`config.mk`:
```
export PLATFORM = sky130hd
export DESIGN_NAME = operand_fetch
export DESIGN_NICKNAME = d
export VERILOG_FILES = /design/src/rtl/operand_fetch.sv
export SDC_FILE = /design/constraint.sdc
export NUM_CORES = 1
export LEC_CHECK = 0
export CAP_MARGIN = 20
export CORE_AREA = 2 2 435 437
export DETAILED_ROUTE_END_ITERATION = 6
export DIE_AREA = 0 0 437 439
export PLACE_DENSITY_LB_ADDON = 0.1
export SYNTH_ARGS = -nofsm -noshare
export SYNTH_HDL_FRONTEND = slang
export SYNTH_SLANG_ARGS = --single-unit
```
`constraint.sdc`:
```
create_clock -name clk -period 23.5 [get_ports clk]
set_clock_uncertainty 0.1 [all_clocks]
set_input_delay 2.35 -clock clk [delete_from_list [all_inputs] [get_ports clk]]
set_output_delay 2.35 -clock clk [all_outputs]
set_load 0.03 [all_outputs]
```
`src/rtl/operand_fetch.sv`:
```
// Two-stage operand fetch: stage 1 drives the register_block read ports, stage 2 buffers masked operands for execute.
// Optional writeback bypass on same-edge writes: define OPERAND_FETCH_WB_BYPASS_EN.
module operand_fetch #(
  parameter int NUM_LANES = 8,
  parameter int NUM_WARPS = 8,
  parameter int NUM_REGS  = 64,
  parameter int DATA_W    = 32,
  parameter int TAG_W     = 8
) (
  input  logic                               clk,
  input  logic                               rst,
  input  logic                               issue_valid,
  output logic                               issue_ready,
  input  logic [$clog2(NUM_WARPS)-1:0]       issue_warp,
  input  logic [$clog2(NUM_REGS)-1:0]        issue_rs0,
  input  logic [$clog2(NUM_REGS)-1:0]        issue_rs1,
  input  logic [NUM_LANES-1:0]               issue_mask,
  input  logic [TAG_W-1:0]                   issue_tag,
  output logic [NUM_LANES-1:0]               read_en_0,
  output logic [NUM_LANES-1:0]               read_en_1,
  output logic [$clog2(NUM_REGS)-1:0]        raddr_0,
  output logic [$clog2(NUM_REGS)-1:0]        raddr_1,
  output logic [$clog2(NUM_WARPS)-1:0]       warp_selector,
  input  logic [NUM_LANES*DATA_W-1:0]        rdata_0,
  input  logic [NUM_LANES*DATA_W-1:0]        rdata_1,
`ifdef OPERAND_FETCH_WB_BYPASS_EN
  input  logic [NUM_LANES-1:0]               wb_en,
  input  logic [$clog2(NUM_WARPS)-1:0]       wb_warp,
  input  logic [$clog2(NUM_REGS)-1:0]        wb_addr,
  input  logic [NUM_LANES*DATA_W-1:0]        wb_data,
`endif
  output logic                               ex_valid,
  input  logic                               ex_ready,
  output logic [NUM_LANES*DATA_W-1:0]        ex_op0,
  output logic [NUM_LANES*DATA_W-1:0]        ex_op1,
  output logic [NUM_LANES-1:0]               ex_mask,
  output logic [$clog2(NUM_WARPS)-1:0]       ex_warp,
  output logic [TAG_W-1:0]                   ex_tag,
  output logic [15:0]                        stall_cnt
);

  localparam int WW = $clog2(NUM_WARPS);
  localparam int AW = $clog2(NUM_REGS);

  logic                        s1_valid;
  logic [WW-1:0]               s1_warp;
  logic [AW-1:0]               s1_rs0;
  logic [AW-1:0]               s1_rs1;
  logic [NUM_LANES-1:0]        s1_mask;
  logic [TAG_W-1:0]            s1_tag;
  logic                        s2_valid;
  logic                        issue_fire;
  logic                        advance;
  logic [NUM_LANES*DATA_W-1:0] op0_next;
  logic [NUM_LANES*DATA_W-1:0] op1_next;

  assign issue_ready   = !s1_valid || !s2_valid || ex_ready;
  assign issue_fire    = issue_valid && issue_ready;
  assign advance       = s1_valid && (!s2_valid || ex_ready);

  // Addresses come straight from stage 1, so they hold their last value when idle.
  assign read_en_0     = s1_valid ? s1_mask : '0;
  assign read_en_1     = s1_valid ? s1_mask : '0;
  assign raddr_0       = s1_rs0;
  assign raddr_1       = s1_rs1;
  assign warp_selector = s1_warp;
  assign ex_valid      = s2_valid;

  always_comb begin
    op0_next = '0;
    op1_next = '0;
    for (int i = 0; i < NUM_LANES; i++) begin
      if (s1_mask[i]) begin
        op0_next[i*DATA_W +: DATA_W] = rdata_0[i*DATA_W +: DATA_W];
        op1_next[i*DATA_W +: DATA_W] = rdata_1[i*DATA_W +: DATA_W];
`ifdef OPERAND_FETCH_WB_BYPASS_EN
        // A write landing on the capture edge is not yet visible on rdata.
        if (wb_en[i] && wb_warp == s1_warp && wb_addr == s1_rs0)
          op0_next[i*DATA_W +: DATA_W] = wb_data[i*DATA_W +: DATA_W];
        if (wb_en[i] && wb_warp == s1_warp && wb_addr == s1_rs1)
          op1_next[i*DATA_W +: DATA_W] = wb_data[i*DATA_W +: DATA_W];
`endif
      end
    end
  end

  always_ff @(posedge clk or posedge rst) begin
    if (rst) begin
      s1_valid <= 1'b0;
      s1_warp  <= '0;
      s1_rs0   <= '0;
      s1_rs1   <= '0;
      s1_mask  <= '0;
      s1_tag   <= '0;
    end else if (issue_fire) begin
      s1_valid <= 1'b1;
      s1_warp  <= issue_warp;
      s1_rs0   <= issue_rs0;
      s1_rs1   <= issue_rs1;
      s1_mask  <= issue_mask;
      s1_tag   <= issue_tag;
    end else if (advance) begin
      s1_valid <= 1'b0;
    end
  end

  always_ff @(posedge clk or posedge rst) begin
    if (rst) begin
      s2_valid <= 1'b0;
      ex_op0   <= '0;
      ex_op1   <= '0;
      ex_mask  <= '0;
      ex_warp  <= '0;
      ex_tag   <= '0;
    end else if (advance) begin
      s2_valid <= 1'b1;
      ex_op0   <= op0_next;
      ex_op1   <= op1_next;
      ex_mask  <= s1_mask;
      ex_warp  <= s1_warp;
      ex_tag   <= s1_tag;
    end else if (s2_valid && ex_ready) begin
      s2_valid <= 1'b0;
    end
  end

  always_ff @(posedge clk or posedge rst) begin
    if (rst)
      stall_cnt <= '0;
    else if (s2_valid && !ex_ready && stall_cnt != 16'hFFFF)
      stall_cnt <= stall_cnt + 16'd1;
  end

endmodule

```
==> metrics.log <==
INFO  metric clock_tree_from_tritoncts = done
INFO  metric upper_clock_frequency_limit = 0.156 GHz
INFO  metric synth-adder-area-share = 0.0548%
INFO  metric die_width = 437 um
INFO  metric layout_min_cycle_time = 6.40 ns
INFO  metric wire_per_inst = 23.6 um
INFO  metric slowest_delay = 0.87 ns
INFO  metric worst-slew-pin-transition = 0.990 ns
INFO  metric postSynthNetCount = 2965
INFO  metric dr.first_iter.drc_count = 894
INFO  metric cp_common_cell = sky130_fd_sc_hd__buf_4
INFO  metric globalRoute.totalOverflow = 0
INFO  metric max-slew-margin-rel = 34.0%
INFO  metric grt_util_all_layers = 14.4%
INFO  metric run_status = completed
INFO  metric timing_worst_setup_path_type = in -> reg
INFO  metric synth_seq_cells = 580
INFO  metric worstPathCellList = clkdlybuf4s50_1 -> nand2b_1 -> nand2_4 -> buf_12 -> buf_4 -> buf_4 -> mux2_2
INFO  metric ant_nets = 0
INFO  metric worst_slack = 17.10 ns
INFO  metric post_cts_repair_setup_buffers = 0
INFO  metric cts_inserted_buffers = 85
INFO  metric vdd_ir_max = 0.0000508 V
INFO  metric synth_cell_type_count = 30
INFO  metric drv.max_cap_violation_count = 0
INFO  metric drt_pre_antenna_iters = 5
INFO  metric setup_viol_count_final = 0
INFO  metric reg2reg_depth = 6
INFO  metric dp_hpwl = 109 mm
INFO  metric timing_max_transition_violations_final = 0
INFO  metric cts_root_buffer = sky130_fd_sc_hd__clkbuf_16
INFO  metric cp_max_fo = 203
INFO  metric synth_compound_gate_area_share = 11.3%
INFO  metric cts_buffer_depth = 3
INFO  metric fin_setup_tns = 0 ns
INFO  metric holdCritPathClass = reg -> reg
INFO  metric async_set_or_reset_flop_fraction_in_the_synthesized_netlist = 100%
INFO  metric synth_top_area_share = 63.6%
INFO  metric num_io_pins = 1127
INFO  metric synth_top_family_by_area = simple AND/OR/NAND/NOR gates
INFO  metric startpoint_type = input pin
INFO  metric drc = 0
INFO  metric drive_above_1_share = 6.37%
INFO  metric cellPowerDensity = 95.4 nW/um2
INFO  metric dr_total_vias = 20700
INFO  metric netlist_instances = 2417
INFO  metric dieArea = 192000 um2
INFO  metric synth_edf_count = 0
INFO  metric synth.top_cells.by_area = sky130_fd_sc_hd__dfrtp_1, sky130_fd_sc_hd__nand2_1, sky130_fd_sc_hd__o21ai_0
INFO  metric synth_simple_gate_area_share = 18.2%
INFO  metric synth_flop_cell = sky130_fd_sc_hd__dfrtp_1
INFO  metric cts_max_level = 3
INFO  metric ys.warnings.count = 0
INFO  metric worst_setup_path_startpoint = ex_ready
INFO  metric fill_cells = 20700
INFO  metric post-route-period-util = 27.2%
INFO  metric path_clk_slew = 0.06 ns
INFO  metric holdPathStages = 2
INFO  metric vias_per_cell = 3.42
INFO  metric rrSetupSlack = 18.89 ns
INFO  metric finish.utilization = 21.1%
INFO  metric timing.rr.start = ex_valid
INFO  metric final_nets = 4017
INFO  metric grt_pass1_vias = 21200
INFO  metric cts_num_sinks = 580
INFO  metric synth.cell_area = 22800 um2
INFO  metric slowest_stage = sky130_fd_sc_hd__buf_4
INFO  metric yosys.area_share.xor_xnor = 0.537%
INFO  metric global_route_wire_length_before_repair = 192 mm
INFO  metric unrepaired_setup_endpoints_after_global_routing = false
INFO  metric effective_utilization_at_floorplan = 12.2%
INFO  metric antenna_found_initial = 54
INFO  metric synth-seq-area-share = 63.6%
INFO  metric placeableCoreArea = 187000 um2
INFO  metric grt_start_max_net_pins = 205
INFO  metric io_buffers = 1126
INFO  metric routabilityCongestion = 0.837
INFO  metric hp-start = ex_op1[93]
INFO  metric mux_contribution_to_synthesized_area = 2.53%
INFO  metric chipHeight = 439 um
INFO  metric cts_hold_buffers = 0
INFO  metric total_count_of_hold_check_failures_in_the_final_report = 0
INFO  metric finalWirelength = 142 mm
INFO  metric cts_repair_resize_count = 0
INFO  metric cellLeakagePower = 16.3 nW
INFO  metric std_cell_rows = 159
INFO  metric worstSkewPairLatency = 0.70 ns
INFO  metric critPathCaptureType = flip-flop
INFO  metric critical_path.reg2reg.endpoint = ex_mask[7]
INFO  metric area_growth_syn_to_layout = 73.2%
INFO  metric cp_data_required_time = 23.98 ns
INFO  metric netlist.top_cell.by_area = sky130_fd_sc_hd__dfrtp_1
INFO  metric min_to = ex_op1[93]
INFO  metric detailedPlace.worstSlack = 16.33 ns
INFO  metric crit_arrival = 6.87 ns
INFO  metric postSynthAreaPerCell = 9.45 um2
==> critical path, delay by kind of cell <==
family	cells	cell delay, ns
multiplexers	1	0.41
AND/OR/NAND/NOR	2	1.14
buffers and inverters	4	2.66
==> synthesized netlist by cell type, types with 2 or more instances <==
cell type	instances
sky130_fd_sc_hd__nor3_1	4
sky130_fd_sc_hd__clkbuf_1	116
sky130_fd_sc_hd__o21ai_0	512
sky130_fd_sc_hd__nand2_1	1034
sky130_fd_sc_hd__and2_1	8
sky130_fd_sc_hd__xor2_1	13
sky130_fd_sc_hd__nand3_1	3
sky130_fd_sc_hd__buf_2	32
sky130_fd_sc_hd__buf_4	36
sky130_fd_sc_hd__mux2_2	50
sky130_fd_sc_hd__nor2_1	2
sky130_fd_sc_hd__nand4_1	4
sky130_fd_sc_hd__nor4_1	5
sky130_fd_sc_hd__dfrtp_1	580
sky130_fd_sc_hd__nand2b_1	3
==> flip-flops by register name, summed over array words and instances (netlist names), 8 cells and up <==
signal,cells
ex_op0,256
ex_op1,256
stall_cnt,16
ex_mask,8
ex_tag,8
s1_mask,8
s1_tag,8
==> through the flow <==
stage | instances | power, mW | hold slack [ns] | area (um2)
after global routing | 6032 | 3.97 | 0.394 | 39500
after CTS | 6028 | 3.88 | 0.381 | 39500
after detailed placement | 5877 | 2.47 | 0.369 | 36600
after global placement | 5877 | 2.48 | 0.360 | 36600
final | 6043 | 3.77 | 0.373 | 39500
after floorplan | 2417 | 1.83 | 0.375 | 22800
==> how the worst max path moves through the flow <==
stage	to	slack (ns)
after floorplan	ex_mask[0]	4.82
after global placement	ex_mask[7]	16.35
after detailed placement	ex_mask[7]	16.33
after CTS	issue_ready	17.11
after global routing	ex_mask[7]	16.75
final	ex_mask[7]	17.10
==> kinds of logic after synthesis <==
group	count (synthesis)
simple gates	1072
flops	580
compound gates	514
buf+inv	185
mux	51
xor+xnor	14
fa+ha+maj	1
==> layout by cell type, fill, tap and decap left out, drive strengths merged <==
| cell | synthesis | routed |
|---|---|---|
| and2 | 8 | 8 |
| and3 | 1 | 1 |
| buf | 68 | 23 |
| bufinv | 0 | 6 |
| clkbuf | 116 | 130 |
| clkdlybuf4s50 | 0 | 1126 |
| clkinv | 0 | 11 |
| clkinvlp | 0 | 3 |
| dfrtp | 580 | 580 |
| diode | 0 | 15 |
| ha | 1 | 1 |
| inv | 1 | 2 |
| mux2 | 51 | 51 |
| nand2 | 1034 | 1034 |
| nand2b | 3 | 3 |
| nand3 | 3 | 3 |
| nand4 | 5 | 5 |
| nor2 | 3 | 3 |
| nor2b | 1 | 1 |
| nor3 | 4 | 4 |
| nor3b | 1 | 1 |
| nor4 | 7 | 7 |
| o21a | 1 | 1 |
| o21ai | 512 | 512 |
| o311ai | 1 | 1 |
| or3 | 1 | 1 |
| or4 | 1 | 1 |
| xnor2 | 1 | 1 |
| xor2 | 13 | 13 |
==> report_power, final <==
part	internal (mW)	total, mW	switching [mW]
combinational	0.435	1.15	0.717
clock	0.822	1.35	0.528
sequential	1.16	1.27	0.107
==> layer usage <==
layer	global-route usage, %	vias to the layer above	wire length (um)
met5	0	-	189
met4	3.58	28	2420
met3	4.46	148	9840
met2	25.0	611	72100
met1	17.3	9955	57800
li1	-	9947	-
==> cell type report <==
class,instances,area [um2],area share [%]
multi-input combinational,1652,7460,18.9
clock buffer,130,2600,6.57
timing repair buffer,1149,11500,29.1
inverter,1,11.3,0.0285
clock inverter,21,270,0.684
sequential,580,14500,36.8
tap,2495,3120,7.90
antenna,15,37.5,0.0949
Power figures use the tool's default switching activity.
==> edit, RTL diff (same flow settings) <==
Set the parameter `TAG_W` to 7 (it was 8).
--- a/src/rtl/operand_fetch.sv
+++ b/src/rtl/operand_fetch.sv
@@ -7,3 +7,3 @@
   parameter int DATA_W    = 32,
-  parameter int TAG_W     = 8
+  parameter int TAG_W     = 7
 ) (
Interface: changed (resized ex_tag and issue_tag); port bits go from 1127 to 1125. The function was not compared with the original's and may differ.
==> edit against the unedited design <==
Setup slack better by 67 ps. Sequential cell count decreased by 2. Synthesized area decreased by 0.50%. Worst hold slack gained 1.3 ps. Power down 0.88%. Wire length decreased by 0.16%. Final area shrank 0.30%.
==> edit: results (changes against the unedited design) <==
stage;metric;value;unit;change
outcome;status;finished clean;;unchanged
timing;WHS;374.6;ps;was 373.4 ps
routing;drt initial violations;956;;was 894
global_route;met2 Track Usage GR;0.2496;;was 0.2501
global_route;total global routing track utilization;0.1438;;was 0.1444
global_route;met3 Use GR;0.04167;;was 0.04459
synth;Synth Area in Compound Gates;0.1128;;was 0.1133
synth;Synth Area in Adders;0.0005508;;was 0.0005480
routing;DR WL met3;9.408;mm;was 9.839 mm
global_route;vias in the first global route;21350;;was 21.25k
worst_setup_path;crit path DAT;3880;ps;was 6870 ps
min_path;HP Start;ex_op0[189];;was ex_op1[93]
placement;routability cong.;0.8264;;was 0.8367
synth;Netlist cell types;27;;was 30
layout;layout cells sized above 1;0.06112;;was 0.06369
placement;HPWL Detailed;108.8;mm;was 108.7 mm
layout;fillers;20720;;was 20.67k
global_route;initial antenna violation count;52;;was 54
global_route;GR Util met1;0.1711;;was 0.1728
clocking;CTS buffer count;86;;was 85
timing;max_slew headroom;0.2785;;was 0.3397
synth;top cells by count, synth;1034 x nand2_1, 578 x dfrtp_1, 512 x o21ai_0;;was 1034 x nand2_1, 580 x dfrtp_1, 512 x o21ai_0
synth;XOR/XNOR Fraction of Synth Area;0.005398;;was 0.005371
timing;FMAX;0.1580;GHz;was 0.1564 GHz
synth;top post-synthesis cells by area;dfrtp_1 64%, nand2_1 17%, o21ai_0 11%;;unchanged
power_and_ir_drop;Worst IR Drop VDD;0.00005883;V;was 0.00005084 V
global_route;largest net degree at the start of global routing;235;;was 205
layout;area grow syn2layout;73.53;%;was 73.18%
worst_setup_path;critical-path maximum fanout;3;;was 203
routing;1st-pass router iterations;6;;was 5
global_route;first-pass GRT wire length;191.0;mm;was 191.8 mm
[edit: path summary, 6_finish.rpt]
path | endpoint | depth (start not counted)
worst min-delay path | ex_op0[189] | 2
max in group asynchronous | ex_op0[178] | 5
min in group asynchronous | raddr_0[4] | 2
worst max-delay path | issue_ready | 4
worst max register to register | ex_op0[204] | 5
worst min register to register | ex_op0[189] | 2
[edit: cell type report]
cell class / count / area share
Clock buffer: 136 / 0.06627
Tap cell: 2495 / 0.07919
Inverter: 2 / 0.0003809
Clock inverter: 15 / 0.004602
Sequential cell: 578 / 0.3675
Timing Repair Buffer: 1150 / 0.2926
Antenna cell: 10 / 0.0006348
Multi-Input combinational cell: 1653 / 0.1887
[edit: power by group through the flow]
stage | clock network [mW] | registers, mW | logic [mW]
after detailed placement | 0 | 1.31 | 1.17
after global routing | 1.41 | 1.31 | 1.21
after global placement | 0 | 1.31 | 1.17
after floorplan | 0 | 1.58 | 0.236
final | 1.31 | 1.28 | 1.14
after CTS | 1.38 | 1.29 | 1.17
